### config.mk
export PLATFORM = sky130hd
export DESIGN_NAME = mdio_phy_responder
export DESIGN_NICKNAME = d
export VERILOG_FILES = /design/src/rtl/mdio_phy_responder.sv
export SDC_FILE = /design/constraint.sdc
export NUM_CORES = 1
export LEC_CHECK = 0
export CORE_ASPECT_RATIO = 1.5
export CORE_MARGIN = 5
export CORE_UTILIZATION = 40
export DETAILED_ROUTE_END_ITERATION = 8
export GPL_ROUTABILITY_DRIVEN = 0
export PLACE_DENSITY = 0.67
export SYNTH_ARGS = -nofsm -noshare
export SYNTH_HDL_FRONTEND = slang
export SYNTH_SLANG_ARGS = --single-unit
### constraint.sdc
create_clock -name CLK -period 22.1 [get_ports CLK]
set_clock_uncertainty 0.05 [all_clocks]
set_input_delay 5.525 -clock CLK [delete_from_list [all_inputs] [get_ports CLK]]
set_output_delay 5.525 -clock CLK [all_outputs]
set_load 0.01 [all_outputs]
### src/rtl/mdio_phy_responder.sv
// -----------------------------------------------------------------------------
// mdio_phy_responder
//
// Clause-22 MDIO slave (PHY side). MDC and MDIO_IN are oversampled by the
// system clock CLK (at least 8x MDC), synchronised, and decoded into read and
// write frames addressed to this PHY. A small register file answers reads and
// reports committed writes on a one-cycle strobe.
//
// Optional feature: define MDIO_BCAST_EN to accept writes addressed to PHY 0
// as a broadcast (in addition to PHY_ADDR); broadcast reads are ignored.
// Without the macro only PHY_ADDR matches, and 0 is an ordinary address.
//
// Ports
//   CLK        system clock
//   RST        asynchronous active-high reset
//   MDC        management clock from the station (asynchronous to CLK)
//   MDIO_IN    management data from the pad
//   MDIO_OUT   read data to the pad
//   MDIO_OE    pad output enable
//   PHY_ADDR   own PHY address (quasi-static)
//   STATUS_IN  live value returned for register 1
//   REG_WE     one-CLK pulse on a committed write
//   REG_ADDR   register address of the last committed write
//   REG_WD     data of the last committed write
//   FRAME_ERR  one-CLK pulse on an aborted frame
//
// Handshake: there is no valid/ready flow control. REG_WE is a single-cycle
// qualifier: REG_ADDR/REG_WD are valid in (and held after) the cycle REG_WE=1.
// -----------------------------------------------------------------------------
module mdio_phy_responder #(
   parameter logic [15:0] PHY_ID1   = 16'h0141,
   parameter logic [15:0] PHY_ID2   = 16'h0CC2,
   parameter logic [15:0] REG0_INIT = 16'h1140
) (
   input  logic        CLK,
   input  logic        RST,
   input  logic        MDC,
   input  logic        MDIO_IN,
   output logic        MDIO_OUT,
   output logic        MDIO_OE,
   input  logic [4:0]  PHY_ADDR,
   input  logic [15:0] STATUS_IN,
   output logic        REG_WE,
   output logic [4:0]  REG_ADDR,
   output logic [15:0] REG_WD,
   output logic        FRAME_ERR
);

   typedef enum logic [2:0] {
      S_IDLE  = 3'd0,
      S_ST    = 3'd1,
      S_OP    = 3'd2,
      S_PHYAD = 3'd3,
      S_REGAD = 3'd4,
      S_TA    = 3'd5,
      S_DATA  = 3'd6
   } state_t;

   state_t      state_q, state_d;

   logic        mdc_s1_q, mdc_s2_q, mdc_prev_q;
   logic        mdio_s1_q, mdio_s2_q;

   logic [5:0]  pre_cnt_q, pre_cnt_d;
   logic [5:0]  bit_cnt_q, bit_cnt_d;
   logic        is_read_q, is_read_d;
   logic [4:0]  regad_q, regad_d;
   logic [15:0] shift_q, shift_d;
   logic        oe_q, oe_d;
   logic        out_q, out_d;
   logic        we_q, we_d;
   logic        ferr_q, ferr_d;
   logic [4:0]  reg_addr_q, reg_addr_d;
   logic [15:0] reg_wd_q, reg_wd_d;
   logic [15:0] rf_q [32];
   logic [15:0] rf_d [32];

   logic        rise, fall, bit_in;
   logic        abort;
   logic        addr_ok;
   logic [4:0]  field_new;
   logic [15:0] rd_value;
   logic [15:0] wdata;

   // Edges are detected on the synchronised MDC; MDIO_IN passes through an
   // identical synchroniser so the sampled bit stays aligned with the edge.
   assign rise   = mdc_s2_q & ~mdc_prev_q;
   assign fall   = ~mdc_s2_q & mdc_prev_q;
   assign bit_in = mdio_s2_q;

   // 5-bit address field including the bit arriving on this rising edge.
   assign field_new = {shift_q[3:0], bit_in};
   assign wdata     = {shift_q[14:0], bit_in};

`ifdef MDIO_BCAST_EN
   assign addr_ok = is_read_q ? ((field_new == PHY_ADDR) && (field_new != 5'd0))
                              : ((field_new == PHY_ADDR) || (field_new == 5'd0));
`else
   assign addr_ok = (field_new == PHY_ADDR);
`endif

   // Read value for the register address completing on this edge.
   always_comb begin
      rd_value = rf_q[field_new];
      case (field_new)
         5'd0:    rd_value = rf_q[0] & 16'h7FFF;  // bit15 always reads 0
         5'd1:    rd_value = STATUS_IN;
         5'd2:    rd_value = PHY_ID1;
         5'd3:    rd_value = PHY_ID2;
         default: rd_value = rf_q[field_new];
      endcase
   end

   // ---------------------------------------------------------------- state reg
   always_ff @(posedge CLK or posedge RST) begin
      if (RST) begin
         mdc_s1_q   <= 1'b0;
         mdc_s2_q   <= 1'b0;
         mdc_prev_q <= 1'b0;
         mdio_s1_q  <= 1'b0;
         mdio_s2_q  <= 1'b0;
         state_q    <= S_IDLE;
         pre_cnt_q  <= 6'd0;
         bit_cnt_q  <= 6'd0;
         is_read_q  <= 1'b0;
         regad_q    <= 5'd0;
         shift_q    <= 16'h0000;
         oe_q       <= 1'b0;
         out_q      <= 1'b0;
         we_q       <= 1'b0;
         ferr_q     <= 1'b0;
         reg_addr_q <= 5'd0;
         reg_wd_q   <= 16'h0000;
         for (int i = 0; i < 32; i++) rf_q[i] <= 16'h0000;
         rf_q[0]    <= REG0_INIT;
      end else begin
         mdc_s1_q   <= MDC;
         mdc_s2_q   <= mdc_s1_q;
         mdc_prev_q <= mdc_s2_q;
         mdio_s1_q  <= MDIO_IN;
         mdio_s2_q  <= mdio_s1_q;
         state_q    <= state_d;
         pre_cnt_q  <= pre_cnt_d;
         bit_cnt_q  <= bit_cnt_d;
         is_read_q  <= is_read_d;
         regad_q    <= regad_d;
         shift_q    <= shift_d;
         oe_q       <= oe_d;
         out_q      <= out_d;
         we_q       <= we_d;
         ferr_q     <= ferr_d;
         reg_addr_q <= reg_addr_d;
         reg_wd_q   <= reg_wd_d;
         rf_q       <= rf_d;
      end
   end

   // --------------------------------------------------------------- next state
   always_comb begin
      state_d = state_q;
      abort   = 1'b0;
      case (state_q)
         S_IDLE:  if (rise && !bit_in && (pre_cnt_q == 6'd32)) state_d = S_ST;
         S_ST:    if (rise) begin
                     if (bit_in) state_d = S_OP;
                     else        abort   = 1'b1;
                  end
         // "10" read, "01" write: valid exactly when the two bits differ.
         S_OP:    if (rise && (bit_cnt_q == 6'd1)) begin
                     if (shift_q[0] != bit_in) state_d = S_PHYAD;
                     else                      abort   = 1'b1;
                  end
         // Foreign address: drop back silently, this frame is not ours.
         S_PHYAD: if (rise && (bit_cnt_q == 6'd4)) state_d = addr_ok ? S_REGAD : S_IDLE;
         S_REGAD: if (rise && (bit_cnt_q == 6'd4)) state_d = S_TA;
         S_TA:    if (is_read_q) begin
                     if (fall && (bit_cnt_q == 6'd1)) state_d = S_DATA;
                  end else if (rise && (bit_cnt_q == 6'd1)) begin
                     if ({shift_q[0], bit_in} == 2'b10) state_d = S_DATA;
                     else                               abort   = 1'b1;
                  end
         S_DATA:  if (is_read_q) begin
                     if (fall && (bit_cnt_q == 6'd16)) state_d = S_IDLE;
                  end else if (rise && (bit_cnt_q == 6'd15)) begin
                     state_d = S_IDLE;
                  end
         default: state_d = S_IDLE;
      endcase
      if (abort) state_d = S_IDLE;
   end

   // ------------------------------------------------------- datapath / outputs
   always_comb begin
      pre_cnt_d  = pre_cnt_q;
      bit_cnt_d  = bit_cnt_q;
      is_read_d  = is_read_q;
      regad_d    = regad_q;
      shift_d    = shift_q;
      oe_d       = oe_q;
      out_d      = out_q;
      we_d       = 1'b0;
      ferr_d     = 1'b0;
      reg_addr_d = reg_addr_q;
      reg_wd_d   = reg_wd_q;
      rf_d       = rf_q;

      case (state_q)
         S_IDLE: if (rise) begin
            if (bit_in) pre_cnt_d = (pre_cnt_q == 6'd32) ? 6'd32 : pre_cnt_q + 6'd1;
            else        pre_cnt_d = 6'd0;
         end
         S_OP, S_PHYAD: if (rise) begin
            shift_d   = wdata;
            bit_cnt_d = bit_cnt_q + 6'd1;
            if ((state_q == S_OP) && (bit_cnt_q == 6'd1)) is_read_d = shift_q[0];
         end
         S_REGAD: if (rise) begin
            shift_d   = wdata;
            bit_cnt_d = bit_cnt_q + 6'd1;
            if (bit_cnt_q == 6'd4) begin
               regad_d = field_new;
               // Snapshot the read value now so it is stable for the data phase.
               if (is_read_q) shift_d = rd_value;
            end
         end
         S_TA: if (is_read_q) begin
            if (fall) begin
               bit_cnt_d = bit_cnt_q + 6'd1;
               // Second turnaround bit: take the bus and drive 0.
               if (bit_cnt_q == 6'd1) begin
                  oe_d  = 1'b1;
                  out_d = 1'b0;
               end
            end
         end else if (rise) begin
            shift_d   = wdata;
            bit_cnt_d = bit_cnt_q + 6'd1;
         end
         S_DATA: if (is_read_q) begin
            if (fall) begin
               bit_cnt_d = bit_cnt_q + 6'd1;
               if (bit_cnt_q < 6'd16) begin
                  out_d   = shift_q[15];
                  shift_d = {shift_q[14:0], 1'b0};
               end else begin
                  oe_d  = 1'b0;
                  out_d = 1'b0;
               end
            end
         end else if (rise) begin
            shift_d   = wdata;
            bit_cnt_d = bit_cnt_q + 6'd1;
            if (bit_cnt_q == 6'd15) begin
               we_d       = 1'b1;
               reg_addr_d = regad_q;
               reg_wd_d   = wdata;
               case (regad_q)
                  5'd0: begin
                     if (wdata[15]) begin
                        // Soft reset: restore reg 0 and clear the scratch space.
                        rf_d[0] = REG0_INIT;
                        for (int i = 4; i < 32; i++) rf_d[i] = 16'h0000;
                     end else begin
                        rf_d[0] = wdata;
                     end
                  end
                  5'd1, 5'd2, 5'd3: ;  // read-only: strobe only
                  default: rf_d[regad_q] = wdata;
               endcase
            end
         end
         default: ;
      endcase

      if (state_d != state_q) bit_cnt_d = 6'd0;

      if (abort) begin
         ferr_d    = 1'b1;
         oe_d      = 1'b0;
         out_d     = 1'b0;
         pre_cnt_d = 6'd0;
      end
   end

   assign MDIO_OUT  = out_q;
   assign MDIO_OE   = oe_q;
   assign REG_WE    = we_q;
   assign REG_ADDR  = reg_addr_q;
   assign REG_WD    = reg_wd_q;
   assign FRAME_ERR = ferr_q;

endmodule

**Yosys cells after proc, flatten, opt, wreduce, memory -nomap -nowiden**

Index checks and enable logic that the tools add are counted.

- Add/sub/neg operators: 2
- Order comparisons: 4
- Equality and inequality tests: 33
- Mux-type cells: 76
- Bitwise gates (word level): 9
- Reduce and logical (&&, ||, !) cells: 34

Operators with widths:

| kind | count |
|---|---|
| 448-bit one-hot mux with 2 select lines | 1 |
| 512-bit bitwise mux | 1 |
| 448-bit 2-to-1 mux | 1 |
| 16-bit 2-to-1 mux | 11 |
| 16-bit one-hot mux with 4 select lines | 2 |
| 16-bit binary-select mux with 5-bit select | 1 |
| 16-bit demux with 5-bit select | 1 |
| 6-bit 2-to-1 mux | 9 |
| 3-bit 2-to-1 mux | 16 |
| 16-bit one-hot mux with 2 select lines | 1 |
| 1-bit 2-to-1 mux | 26 |
| 3-bit inequality test (second input constant) | 8 |
| 3-bit one-hot mux with 7 select lines | 1 |
| 5-bit by 2-bit equality test with 1-bit output (second input constant) | 4 |
| 15-bit 2-to-1 mux | 1 |
| 5-bit AND reduction | 3 |
| 6-bit by 1-bit adder with 6-bit output (second input constant) | 2 |
| 6-bit greater-or-equal comparator (second input constant) | 2 |
| 5-bit NOT with 6-bit output | 2 |
| 6-bit one-hot mux with 2 select lines | 1 |
| 6-bit AND reduction | 2 |
| 5-bit by 1-bit equality test with 1-bit output (second input constant) | 2 |
| 5-bit logical NOT | 2 |
| 3-bit equality test (second input constant) | 3 |
| 32 further kinds | 55 |

- Register bits: 579
- Input port bits: 25
- Output and inout bits: 25

**Depth between registers and ports, before layout**

- Word-level depth: 10
- Depth in mapped cells: 15
- Gate-level depth less buffers: 9

**Worst setup path before layout**

Ideal clock, no wire load.

- Path kind: in2reg
- Start point: in STATUS_IN[0]
- End point: reg shift_q[0]
- Arrival time: 6195 ps
- Required time: 21920 ps
- Setup slack: 15724 ps
- Stages on the path: 5
- Path through: a22o_1 > nor3_1 > a21oi_1 > a32oi_1 > nand3_1

- Word-level cells in the longest chain between the ends: 5

RTL lines:

| element | RTL line | text |
|---|---|---|
| start: declaration | 42 | `input logic [15:0] STATUS_IN,` |
| 16-bit one-hot mux with 4 select lines | 105 | `case (field_new)` |
| 16-bit 2-to-1 mux | 223 | `if (is_read_q) shift_d = rd_value;` |
| 16-bit 2-to-1 mux | 220 | `if (bit_cnt_q == 6'd4) begin` |
| 16-bit 2-to-1 mux | 217 | `S_REGAD: if (rise) begin` |
| 16-bit one-hot mux with 4 select lines | 207 | `case (state_q)` |
| end signal: assignment | 147 | `shift_q <= shift_d;` |
| end: declaration | 68 | `logic [15:0] shift_q, shift_d;` |

Every way passes these cells. The select of a mux whose other input is x is not followed.
A chain may end at the register's enable or synchronous reset.

==> out/metrics.csv <==
stage;metric;value;unit
run_status;status;completed;
critical_path;WP data required;22.49;ns
synth;Post-Syn Area;26500;um2
finish;Fill cells;5942;
critical_path;slowest CP cell;buf_4;
synth;multiplexer share of the synthesized area;12.1;%
timing;RSZ-0062 raised after global routing;no;
finish;most frequent cells in the layout;dfrtp_1 (573), nand2_1 (408), o21ai_0 (274);
synth;Post-Synth Simple-Gate Area;9.25;%
grt;largest net degree at the start of global routing;194;
timing;fmax;0.111;GHz
critical_path;worst path bufs/invs;5;
grt;number of global-route vias before repair;20000;
synth;synthesized area per cell;11.6;um2
die;DIE AREA;71500;um2
placement;detailed placement HPWL;51.0;mm
clock_network;Max Root-Sink Buffers;3;
finish;fin nets;2219;
detailed_routing;DR vias;19200;
synth;Syn Nets;2322;
clock_network;postcts setup bufs;0;
clock_network;Reg clk slew, reported paths;0.07;ns
critical_path;crit path cell chain;clkdlybuf4s50_1 -> inv_8 -> buf_12 -> buf_4 -> buf_12;
power_and_ir_drop;total chip power;2630;uW
grt;Tot GR Track Use;22.0;%
detailed_routing;highest layer used for signal routing;met4;
finish;commonest non-fill, non-tap cell in the layout;dfrtp_1;
die;Die Y-Extent;325;um
clock_network;Root Buffer;clkbuf_16;
synth;main combinational cell family by area after synthesis;compound AO/OA/AOI/OAI gates;
grt;grt ovf;0;
synth;Synth area leaders;dfrtp_1 (54%), mux4_2 (10%), o2bb2ai_1 (6.4%);
timing;Hold Slack;0.315;ns
flow_run;Max-cap violations;0;
detailed_routing;met3 WL post-DR;4.91;mm
critical_path;CP Max Fanout;193;
synth;Yosys cell types;69;
clock_network;total CTS buffers;51;
critical_path;Worst setup EP type;async pin;
synth;Seq/Total Area, Yosys;54.8;%
clock_network;H-tree lvl count;2;
synth;area leader, netlist;dfrtp_1;
detailed_routing;DR WL met2;39.7;mm
detailed_routing;residual DRC count;0;
die;row cnt;115;
finish;Area Overhead vs Synth;9.32;%
power_and_ir_drop;Max VDD drop;0.0000573;V
detailed_routing;final WL;79.5;mm
critical_path;Setup CP Type;in -> async;
detailed_routing;routed len/inst;25.7;um
clock_network;Sinks on Clock Net;579;
detailed_routing;antenna-violating nets left;0;
synth;Synth Area in Compound Gates;18.5;%
timing;setup total negative slack;0;ns
synth;Cells after Synth;2288;
power_and_ir_drop;power per cell area;90.7;nW/um2
synth;Seq cells post-synth;579;
hold_path;HP Class;reg -> reg;
synth;Top FF cell, synth;dfrtp_1;
die;die width;220;um
clock_network;post_cts resized;0;
synth;area share of the largest cell type after synthesis;54.5;%
power_and_ir_drop;leakage power;0.0121;uW
die;Core Footprint;65600;um2
synth;Post-Synth Adder-Cell Area;0.425;%
timing;Final min period;9.05;ns
clock_network;clk_lat worst skew;0.62;ns
detailed_routing;M1 wire length;29.0;mm
detailed_routing;number of iterations in the first detailed-routing pass;5;
detailed_routing;1st-iter DRT viols;2478;
timing;Final Cycle Share;40.9;%
clock_network;Hold Buf Count CTS;0;
timing;Slew Limit Fails;0;
critical_path;CP delay by family, top;buffers and inverters;
critical_path;Data arrival, critical path;9.44;ns
die;starting density of the core;40.3;%
critical_path;CP dominant cell by count;buf_12;
clock_network;CTS tree;done;
grt;first-pass GRT wire length;123;mm
timing;max_slew headroom;14.4;%
synth;asr flop ratio synth;100;%
detailed_routing;vias per cell;6.20;
synth;Post-synth EDFFs;0;
die;IO Pins;50;
synth;Yosys warning count;0;
grt;initial antenna violation count;0;
finish;final design utilization;44.1;%
critical_path;critical path launch point type;input port;
critical_path;CP peak stage delay;0.81;ns
finish;share of layout cells above drive strength 1;13.5;%
synth;Post-Synth XOR/XNOR Area;0.331;%
timing;Hold Fails Final Rpt;0;
timing;Least-Margin Pin Slew;1.27;ns
timing;final setup fails;0;
placement;port bufs;49;
cells in the mapped netlist (24+ instances only):
library cell / n
dfrtp_1: 576
nand2_1: 408
o21ai_0: 274
o2bb2ai_1: 192
clkbuf_1: 171
mux4_2: 118
a22oi_1: 40
inv_1: 32
nand3_1: 32
nor2_1: 30
mux2_2: 27
a21oi_1: 26
buf_2: 24
final cells by class:
cell class	instances	area, um2	share of cell area [%]
inverter	33	131	0.454
timing repair buffer	80	761	2.63
clock inverter	26	307	1.06
antenna	1	2.50	0.00865
multi-input combinational	1440	10700	37.1
clock buffer	62	1390	4.80
sequential	579	14500	50.1
tap	877	1100	3.79
worst reg2reg max path, delay by kind of cell (launching register included):
kind                   cells  cell delay (ns)
and+or+nand+nor            1             0.20
muxes                      1             0.65
buffers and inverters      2             1.48
AOI/OAI and AO/OA          4             1.16
DFF                        1             0.63
through the flow:
stage	std cells	setup slack, ns	area, um2
2_1_floorplan	2288	0.330	26500
3_3_place_gp	3009	12.56	27200
3_5_place_dp	3009	12.38	27200
4_1_cts	3097	13.02	28900
5_1_grt	3097	12.47	28900
6_report	3098	13.05	28900
report_power, final:
group,leakage [uW],internal [uW],total (uW),switching (uW)
sequential,0.00806,1080,1160,83.4
combinational,0.00319,140,533,393
clock,0.000838,517,927,410
routing by layer:
metal	track usage, %	vias to the layer above
met3	3.25	262
met2	37.0	898
met4	13.8	0
met1	26.3	9900
li1	-	8143
met5	0	-
path summary, 6_finish.rpt:
path	slack, ns	endpoint	cells after the start	from
min in group asynchronous	5.43	rf_q[476]$_DFFE_PP0P_	2	RST
hold / removal	0.31	mdc_s2_q$_DFF_PP0_	0	mdc_s1_q$_DFF_PP0_
setup reg to reg	17.81	shift_q[9]$_DFFE_PP0P_	8	bit_in$_DFF_PP0_
max in group CLK	15.02	MDIO_OE	1	MDIO_OE$_DFFE_PP0P_
setup / recovery	13.05	bit_in$_DFF_PP0_	5	RST
hold reg to reg	0.31	mdc_s2_q$_DFF_PP0_	0	mdc_s1_q$_DFF_PP0_
state kept, by name, summed over array words and instances (netlist names), 3 cells and up:
signal / count
REG_WD: 16
pre_cnt_q: 6
shift_q: 16
state_q: 3
bit_cnt_q: 6
REG_ADDR: 5
rf_q: 512
regad_q: 5
logic make-up after synthesis:
logic type / count (synthesis)
buf+inv: 269
xor+xnor: 10
flops: 579
mux: 168
simple gates: 565
fa+ha+maj: 9
compound gates: 688
Power figures use the tool's default switching activity.
